$ cat src/rtl/mem_port_arbiter_pkg.sv
// Shared definitions for the unified-memory port arbiter.
//   state_e          : arbiter FSM states
//   GntIf / GntD     : encoding of the grant owner (gnt_d output)
//   LatDefault       : default memory access latency in cycles
//   StarveMaxDefault : default data-grant budget while fetch waits
package mem_port_arbiter_pkg;

  typedef enum logic [1:0] {
    StIdle   = 2'd0,
    StAccess = 2'd1,
    StDone   = 2'd2
  } state_e;

  localparam logic GntIf = 1'b0;
  localparam logic GntD  = 1'b1;

  localparam int unsigned LatDefault       = 2;
  localparam int unsigned StarveMaxDefault = 4;

endpackage

$ cat src/rtl/mem_arb_prio.sv
// Priority select between fetch and data requests with a starvation guard.
//   clk, rst_n  : clock, asynchronous active-low reset
//   arb_en      : arbitration window (FSM in IDLE); counter only moves here
//   if_req      : fetch request
//   d_req       : data request
//   grant_valid : a grant is made this cycle (combinational)
//   grant_d     : winner, 1=data 0=fetch (combinational, qualified by grant_valid)
module mem_arb_prio
  import mem_port_arbiter_pkg::*;
#(
  parameter int unsigned STARVE_MAX = StarveMaxDefault
) (
  input  logic clk,
  input  logic rst_n,
  input  logic arb_en,
  input  logic if_req,
  input  logic d_req,
  output logic grant_valid,
  output logic grant_d
);

  localparam int unsigned SW = $clog2(STARVE_MAX + 1);

  logic [SW-1:0] starve_q, starve_d;
  logic          starved;

  assign starved = (starve_q == SW'(STARVE_MAX));

  // Data wins unless fetch has been passed over STARVE_MAX times in a row.
  always_comb begin
    grant_valid = arb_en & (if_req | d_req);
    grant_d     = d_req & ~(if_req & starved);
  end

  always_comb begin
    starve_d = starve_q;
    if (arb_en) begin
      if (!if_req) begin
        starve_d = '0;
      end else if (grant_d) begin
        if (!starved) starve_d = starve_q + SW'(1);
      end else begin
        starve_d = '0;
      end
    end
  end

  always_ff @(posedge clk or negedge rst_n) begin
    if (!rst_n) starve_q <= '0;
    else        starve_q <= starve_d;
  end

endmodule

$ cat src/rtl/mem_port_arbiter.sv
// Shares one fixed-latency single-ported memory between fetch and data ports.
//   clk, rst_n                 : clock, asynchronous active-low reset
//   if_req/if_addr             : fetch request (held until if_ack) and address
//   if_rdata/if_ack            : fetched word and one-cycle completion pulse
//   d_req/d_we/d_addr/d_wdata  : data request (held until d_ack), write flag, address, data
//   d_rdata/d_ack              : read data and one-cycle completion pulse
//   mem_en/mem_we/mem_addr/mem_wdata/mem_rdata : memory macro interface
//   busy                       : FSM not in IDLE
//   gnt_d                      : current/last grant owner, 1=data 0=fetch
// All outputs are registered.
module mem_port_arbiter
  import mem_port_arbiter_pkg::*;
#(
  parameter int unsigned ADDR_W     = 32,
  parameter int unsigned DATA_W     = 32,
  parameter int unsigned LAT        = LatDefault,
  parameter int unsigned STARVE_MAX = StarveMaxDefault
) (
  input  logic              clk,
  input  logic              rst_n,
  input  logic              if_req,
  input  logic [ADDR_W-1:0] if_addr,
  output logic [DATA_W-1:0] if_rdata,
  output logic              if_ack,
  input  logic              d_req,
  input  logic              d_we,
  input  logic [ADDR_W-1:0] d_addr,
  input  logic [DATA_W-1:0] d_wdata,
  output logic [DATA_W-1:0] d_rdata,
  output logic              d_ack,
  output logic              mem_en,
  output logic              mem_we,
  output logic [ADDR_W-1:0] mem_addr,
  output logic [DATA_W-1:0] mem_wdata,
  input  logic [DATA_W-1:0] mem_rdata,
  output logic              busy,
  output logic              gnt_d
);

  localparam int unsigned CntW = (LAT > 1) ? $clog2(LAT) : 1;

  state_e            state_q, state_d;
  logic [CntW-1:0]   cnt_q, cnt_d;
  logic              we_q, we_d;
  logic              mem_en_q, mem_en_d;
  logic              mem_we_q, mem_we_d;
  logic [ADDR_W-1:0] addr_q, addr_d;
  logic [DATA_W-1:0] wdata_q, wdata_d;
  logic [DATA_W-1:0] if_rdata_q, if_rdata_d;
  logic [DATA_W-1:0] d_rdata_q, d_rdata_d;
  logic              if_ack_q, if_ack_d;
  logic              d_ack_q, d_ack_d;
  logic              busy_q, busy_d;
  logic              gnt_d_q, gnt_d_d;

  logic arb_en;
  logic grant_valid;
  logic grant_d;

  assign arb_en = (state_q == StIdle);

  mem_arb_prio #(
    .STARVE_MAX (STARVE_MAX)
  ) u_prio (
    .clk         (clk),
    .rst_n       (rst_n),
    .arb_en      (arb_en),
    .if_req      (if_req),
    .d_req       (d_req),
    .grant_valid (grant_valid),
    .grant_d     (grant_d)
  );

  always_comb begin
    state_d    = state_q;
    cnt_d      = cnt_q;
    we_d       = we_q;
    mem_en_d   = 1'b0;
    mem_we_d   = 1'b0;
    addr_d     = addr_q;
    wdata_d    = wdata_q;
    if_rdata_d = if_rdata_q;
    d_rdata_d  = d_rdata_q;
    if_ack_d   = 1'b0;
    d_ack_d    = 1'b0;
    gnt_d_d    = gnt_d_q;

    unique case (state_q)
      StIdle: begin
        if (grant_valid) begin
          gnt_d_d  = grant_d ? GntD : GntIf;
          addr_d   = grant_d ? d_addr : if_addr;
          we_d     = grant_d & d_we;
          if (grant_d && d_we) wdata_d = d_wdata;
          cnt_d    = CntW'(LAT - 1);
          mem_en_d = 1'b1;
          mem_we_d = grant_d & d_we;
          state_d  = StAccess;
        end
      end
      StAccess: begin
        if (cnt_q == '0) begin
          // Last access cycle: mem_rdata is valid now.
          if (gnt_d_q == GntD) begin
            d_ack_d = 1'b1;
            if (!we_q) d_rdata_d = mem_rdata;
          end else begin
            if_ack_d   = 1'b1;
            if_rdata_d = mem_rdata;
          end
          state_d = StDone;
        end else begin
          cnt_d    = cnt_q - CntW'(1);
          mem_en_d = 1'b1;
          mem_we_d = we_q;
        end
      end
      StDone: begin
        // No arbitration here: the requester's req still refers to this access.
        state_d = StIdle;
      end
      default: begin
        state_d = StIdle;
      end
    endcase

    busy_d = (state_d != StIdle);
  end

  always_ff @(posedge clk or negedge rst_n) begin
    if (!rst_n) begin
      state_q    <= StIdle;
      cnt_q      <= '0;
      we_q       <= 1'b0;
      mem_en_q   <= 1'b0;
      mem_we_q   <= 1'b0;
      addr_q     <= '0;
      wdata_q    <= '0;
      if_rdata_q <= '0;
      d_rdata_q  <= '0;
      if_ack_q   <= 1'b0;
      d_ack_q    <= 1'b0;
      busy_q     <= 1'b0;
      gnt_d_q    <= 1'b0;
    end else begin
      state_q    <= state_d;
      cnt_q      <= cnt_d;
      we_q       <= we_d;
      mem_en_q   <= mem_en_d;
      mem_we_q   <= mem_we_d;
      addr_q     <= addr_d;
      wdata_q    <= wdata_d;
      if_rdata_q <= if_rdata_d;
      d_rdata_q  <= d_rdata_d;
      if_ack_q   <= if_ack_d;
      d_ack_q    <= d_ack_d;
      busy_q     <= busy_d;
      gnt_d_q    <= gnt_d_d;
    end
  end

  assign mem_en    = mem_en_q;
  assign mem_we    = mem_we_q;
  assign mem_addr  = addr_q;
  assign mem_wdata = wdata_q;
  assign if_rdata  = if_rdata_q;
  assign d_rdata   = d_rdata_q;
  assign if_ack    = if_ack_q;
  assign d_ack     = d_ack_q;
  assign busy      = busy_q;
  assign gnt_d     = gnt_d_q;

endmodule

$ cat config.mk
export PLATFORM = sky130hd
export DESIGN_NAME = mem_port_arbiter
export DESIGN_NICKNAME = d
export VERILOG_FILES = /design/src/rtl/mem_port_arbiter_pkg.sv /design/src/rtl/mem_arb_prio.sv /design/src/rtl/mem_port_arbiter.sv
export SDC_FILE = /design/constraint.sdc
export NUM_CORES = 1
export LEC_CHECK = 0
export ABC_CLOCK_PERIOD_IN_PS = 2700
export BUFFER_PORTS_ARGS = -buffer_cell sky130_fd_sc_hd__buf_2
export CORE_ASPECT_RATIO = 0.6
export CORE_MARGIN = 5
export CORE_UTILIZATION = 50
export DETAILED_ROUTE_END_ITERATION = 7
export PLACE_DENSITY = 0.82
export SYNTH_ARGS = -nofsm -noshare
export SYNTH_HDL_FRONTEND = slang
export SYNTH_SLANG_ARGS = --single-unit
$ cat constraint.sdc
create_clock -name clk -period 2.7 [get_ports clk]
set_input_delay 0.135 -clock clk [delete_from_list [all_inputs] [get_ports clk]]
set_output_delay 0.135 -clock clk [all_outputs]
set_load 0.02 [all_outputs]
# Yosys cells after proc, flatten, opt, wreduce, memory -nomap -nowiden
# Cells that the tools add are included.
# totals
register_bits,141
elab_cells,62
# classes
add_sub_neg,2
eq_ne,4
n_mux,23
bitwise_logic,9
reduce_logical,10
# ops
op,count
2-to-1 mux 32 bit,1
2-to-1 mux 1 bit,13
2-to-1 mux 3 bit,3
case mux 1 bit (2 select lines),3
AND reduction 2 bit,3
AND reduction 3 bit,2
AND 1 bit,4
2-to-1 mux 2 bit,2
NOT 1 bit,4
case mux 2 bit (2 select lines),1
AND reduction 4 bit,1
nonzero test 2 bit,2
adder 3 x 1 -> 3 bit (second input constant),1
equality test 3 bit (second input constant),1
!= test 3 bit (second input constant),1
equality test 2 x 1 -> 1 bit (second input constant),1
logical NOT 2 bit,1
!= test 2 bit (second input constant),1
logical AND 1 bit,1
bitwise OR 1 bit,1
subtractor 1 bit (second input constant),1

# Longest topological paths before layout
# logic_depth
depth_word,7
ltp_mapped,7

# Modules after synthesis
# Synthesis repeated with hierarchy kept, for this count alone.
# unflattened
hier_cells,396
area_unflattened_um2,5642.9
# modules_own_cells
mod,n_inst,cells_each,area_each_um2,seq_area_each_um2
mem_port_arbiter,1,373,5440.2,3453.3
mem_arb_prio,1,23,202.7,75.1

# Worst setup path after synthesis
# No wires, ideal clock.
# synth_timing
path_kind,reg-to-reg
from,register u_prio.starve_q[0]
to,"register wdata_q[10], in the netlist mem_wdata[10]"
arrival_time_ns,1.528
path_slack_ns,1.047
stages_incl_launch_ff,7
path_buffers,1
cell_sequence,dfrtp_1 -> inv_1 -> ha_1 -> nand3_1 -> nand4_2 -> buf_6 -> mux2_2
# synth_via
elab_chain_cells,6
# synth_rtl
item,line_no,text
"start, declared",mem_arb_prio.sv:24,"logic [SW-1:0] starve_q, starve_d;"
"start signal, assigned",mem_arb_prio.sv:50,else starve_q <= starve_d;
equality test 3 bit,mem_arb_prio.sv:27,assign starved = (starve_q == SW'(STARVE_MAX));
AND 1 bit,mem_arb_prio.sv:32,grant_d = d_req & ~(if_req & starved);
NOT 1 bit,mem_arb_prio.sv:32,
AND 1 bit,mem_arb_prio.sv:32,
logical AND 1 bit,mem_port_arbiter.sv:94,if (grant_d && d_we) wdata_d = d_wdata;
AND reduction 3 bit (no line),--,
"end signal, assigned",mem_port_arbiter.sv:152,wdata_q <= wdata_d;
"end, declared",mem_port_arbiter.sv:48,"logic [DATA_W-1:0] wdata_q, wdata_d;"
# Every way passes these cells.
# A chain may end at the register's enable or synchronous reset.

# Worst setup path after layout
# layout_timing
from,register state_q[1]
to,"register addr_q[25], in the netlist mem_addr[25]"
# layout_via
elab_chain_cells,3
# layout_rtl
item,line_no,text
"start, declared",mem_port_arbiter.sv:42,"state_e state_q, state_d;"
"start signal, assigned",mem_port_arbiter.sv:132,state_q <= StIdle;
"start signal, assigned",mem_port_arbiter.sv:146,state_q <= state_d;
logical NOT 2 bit *,"mem_port_arbiter.sv:60, mem_port_arbiter.sv:88",
AND 1 bit,mem_arb_prio.sv:31,grant_valid = arb_en & (if_req | d_req);
AND reduction 2 bit (no line) *,--,
"end signal, assigned",mem_port_arbiter.sv:151,addr_q <= addr_d;
"end, declared",mem_port_arbiter.sv:47,"logic [ADDR_W-1:0] addr_q, addr_d;"
# Mark *: on every way between the ends. The rest lies on a longest branch, timed or not.

==> results.json <==
{
  "syn-mean-instance-area_sq_um": 13.0,
  "worst_r2r_endpoint": "mem_addr[25]",
  "measured_slew_at_the_worst_slew_check_pin_ps": 1090,
  "share_of_layout_cells_above_drive_strength_1_pct": 49.6,
  "fin_setup_tns_ps": 0,
  "rsz_0062_raised_after_global_routing": "false",
  "cp_max_fo": 37,
  "synthesis.yosys.warnings": 0,
  "top_post_synthesis_cells_by_area": "sky130_fd_sc_hd__dfrtp_1, sky130_fd_sc_hd__mux2_2, sky130_fd_sc_hd__a31oi_1, sky130_fd_sc_hd__o21ai_0, sky130_fd_sc_hd__nand3_1",
  "ys_ff_latch": 141,
  "crit_path_end_kind": "flip-flop",
  "outcome": "finished, final reports clean",
  "wirelength_microns": 17800,
  "final_weighted_congestion_in_routability_driven_placement": 0.810,
  "cts_tree": "yes",
  "final.min_clock_period_ps": 2560,
  "floorplan.core_area_sq_um": 11300,
  "r2r_start": "state_q[1]",
  "whs_endpoint": "mem_addr[8]",
  "boundaryPins": 267,
  "placement_rows": 30,
  "fp.dieArea_sq_um": 13800,
  "final.period_utilization_pct": 94.9,
  "power_density_nw_per_um2": 1270,
  "synth_top_area_share_pct": 61.2,
  "first_global_vias": 5476,
  "drt.antenna.violating_nets": 0,
  "drt-vias-per-instance": 5.36,
  "die_width_microns": 149,
  "portBuffers": 266,
  "cp.arrival_ps": 2840,
  "clkSlewWorstSetupHoldPaths_ps": 60,
  "num-nets-final": 928,
  "first_pass_iters": 5,
  "cts.sinks": 141,
  "detail_route.drc_violations": 0,
  "timing.final.max_slew_violations": 0,
  "fmax_mhz": 390,
  "critPathRequiredTime_ps": 2980,
  "clock_path_buffers": 2,
  "grt_start_max_net_pins": 62,
  "synth-seq-area-share_pct": 61.2,
  "worst_skew_pair_latency_ps": 400,
  "worstRegToRegCells": 6,
  "max-slew-margin-rel_pct": 26.9,
  "overflow": 0,
  "initial_utilization_pct": 51.0,
  "timing.reg2reg.setup_slack_ps": 140,
  "die_height_microns": 93.2,
  "postSynthNetCount": 578,
  "dp_cells": 841,
  "criticalPathCategory": "flip-flop to flip-flop",
  "cts-root-buf": "sky130_fd_sc_hd__clkbuf_16",
  "worst_hold_path.num_cells": 3,
  "post_synth_inst_count": 443,
  "cts.htree.levels": 4,
  "setup.worst_path.start_class": "flip-flop",
  "drv.max_cap_violation_count": 0,
  "antenna_cells_inserted": 0,
  "most-common-layout-cells": "sky130_fd_sc_hd__buf_2, sky130_fd_sc_hd__dfrtp_1, sky130_fd_sc_hd__dlygate4sd3_1, sky130_fd_sc_hd__mux2_2, sky130_fd_sc_hd__o21ai_0",
  "hold_path_startpoint": "if_addr[8]",
  "clock-skew-final_ps": 9.28,
  "wire_length_of_the_first_global_routing_pass_microns": 28300,
  "p_leak_nw": 4.16,
  "detailedRoute.firstIterationViolations": 390,
  "vias": 5173,
  "synth_area_sq_um": 5760,
  "syn2layout_area_growth_pct": 51.9,
  "finalHoldWorstSlack_ps": 17.0,
  "peakVddDrop_mv": 0.651,
  "yosys.area.top_type": "sky130_fd_sc_hd__dfrtp_1",
  "clock_buffers_created_by_tritoncts": 17,
  "final_cell_count_no_fill": 965,
  "final_hold_viol_count": 0,
  "grt_antenna_before_repair": 0,
  "most_common_library_cell_in_the_layout_ignoring_fill_and_taps": "sky130_fd_sc_hd__buf_2",
  "hold_path_class": "primary input to flip-flop",
  "hpwlAfterDp_microns": 11200,
  "globalRouteTotalUtil_pct": 25.8,
  "synthDistinctLibCells": 27,
  "setup_viol_count_final": 0,
  "avgRoutedWirePerCell_microns": 18.4
}
==> power breakdown <==
group	internal [mW]	switching (mW)	leakage [nW]
Combinational	1.98	2.79	2.18
Sequential	3.19	0.625	1.67
Clock	1.67	0.894	0.309
==> synthesized netlist by cell type <==
master,n
sky130_fd_sc_hd__a21o_1,2
sky130_fd_sc_hd__a21oi_1,34
sky130_fd_sc_hd__a31oi_1,32
sky130_fd_sc_hd__and2_1,3
sky130_fd_sc_hd__and3_1,2
sky130_fd_sc_hd__buf_1,2
sky130_fd_sc_hd__buf_2,8
sky130_fd_sc_hd__buf_4,3
sky130_fd_sc_hd__buf_6,9
sky130_fd_sc_hd__clkbuf_1,15
sky130_fd_sc_hd__dfrtp_1,141
sky130_fd_sc_hd__ha_1,2
sky130_fd_sc_hd__inv_1,7
sky130_fd_sc_hd__mux2_1,8
sky130_fd_sc_hd__mux2_2,88
sky130_fd_sc_hd__nand2_1,2
sky130_fd_sc_hd__nand3_1,36
sky130_fd_sc_hd__nand4_1,1
sky130_fd_sc_hd__nand4_2,1
sky130_fd_sc_hd__nor2_1,4
sky130_fd_sc_hd__nor2b_1,1
sky130_fd_sc_hd__nor3_1,1
sky130_fd_sc_hd__nor3b_4,1
sky130_fd_sc_hd__nor4b_1,1
sky130_fd_sc_hd__o21ai_0,37
sky130_fd_sc_hd__o22ai_1,1
sky130_fd_sc_hd__or2_2,1
==> worst max-delay path: stages (launching register included) <==
cell and delay, ps:
sky130_fd_sc_hd__dfrtp_1 490, sky130_fd_sc_hd__nor2_2 190, sky130_fd_sc_hd__buf_4 380, sky130_fd_sc_hd__and2_1 280, sky130_fd_sc_hd__buf_4 370, sky130_fd_sc_hd__a31oi_1 130, sky130_fd_sc_hd__dlygate4sd3_1 590
==> state kept, by name (all words and copies together) (netlist names) <==
signal / flops
busy: 1
cnt_q: 1
d_ack: 1
d_rdata: 32
gnt_d: 1
if_ack: 1
if_rdata: 32
mem_addr: 32
mem_en: 1
mem_wdata: 32
mem_we: 1
state_q: 2
u_prio.starve_q: 3
we_q: 1
==> metal layers <==
layer | global-route usage, % | up-vias | routed length (microns) | part of all wire [%]
met3 | 8.09 | 32 | 1520 | 8.6
li1 | - | 2302 | - | -
met2 | 46.0 | 287 | 9180 | 52
met1 | 30.4 | 2552 | 6760 | 38
met5 | 0 | - | 0 | 0
met4 | 7.07 | 0 | 310 | 1.7
==> final cells by class <==
type,instances,area (sq um)
inverters,7,26.3
flip-flops and latches,141,3530
clock inverters,13,213
repair buffers,368,2360
multi-input cells,258,1980
well taps,160,200
fillers,709,2550
clock buffers,18,439
==> worst max-delay path by stage <==
stage	from	endpoint	cells after the start
6_report	state_q[1]	mem_addr[25]	6
5_1_grt	state_q[1]	mem_addr[15]	6
4_1_cts	state_q[1]	mem_addr[20]	6
2_1_floorplan	u_prio.starve_q[0]	mem_wdata[10]	6
3_3_place_gp	u_prio.starve_q[0]	mem_wdata[12]	5
3_5_place_dp	u_prio.starve_q[0]	mem_wdata[6]	5
==> kinds of logic (layout without fill, tap and decap cells) <==
group           after synthesis  count (layout)  synth area share (%)
compound gates              106             106                  10.0
fa+ha+maj                     2               2                 0.434
buf+inv                      44             406                  4.41
flops                       141             141                  61.2
mux                          96              96                  18.8
simple gates                 54              54                  5.17
==> through the flow <==
stage,instance area [sq um],setup WS [ps],total power [mW],util [%]
6_report,8750,137,11.1,77.5
5_1_grt,8750,39.3,11.7,77.5
3_5_place_dp,7170,365,8.33,63.4
3_3_place_gp,7170,485,8.12,63.4
2_1_floorplan,5760,1050,6.69,-
4_1_cts,8750,197,11.1,77.5
==> what timing repair did <==
action | 4_1_cts | 5_1_grt
buffers inserted | 0 | 0
hold buffers | 93 | 0
endpoints found under the setup margin | 0 | 3
endpoints found under the hold margin | 175 | 0
resized for setup | 0 | 1
No activity file was read; power rests on OpenSTA's default activity.
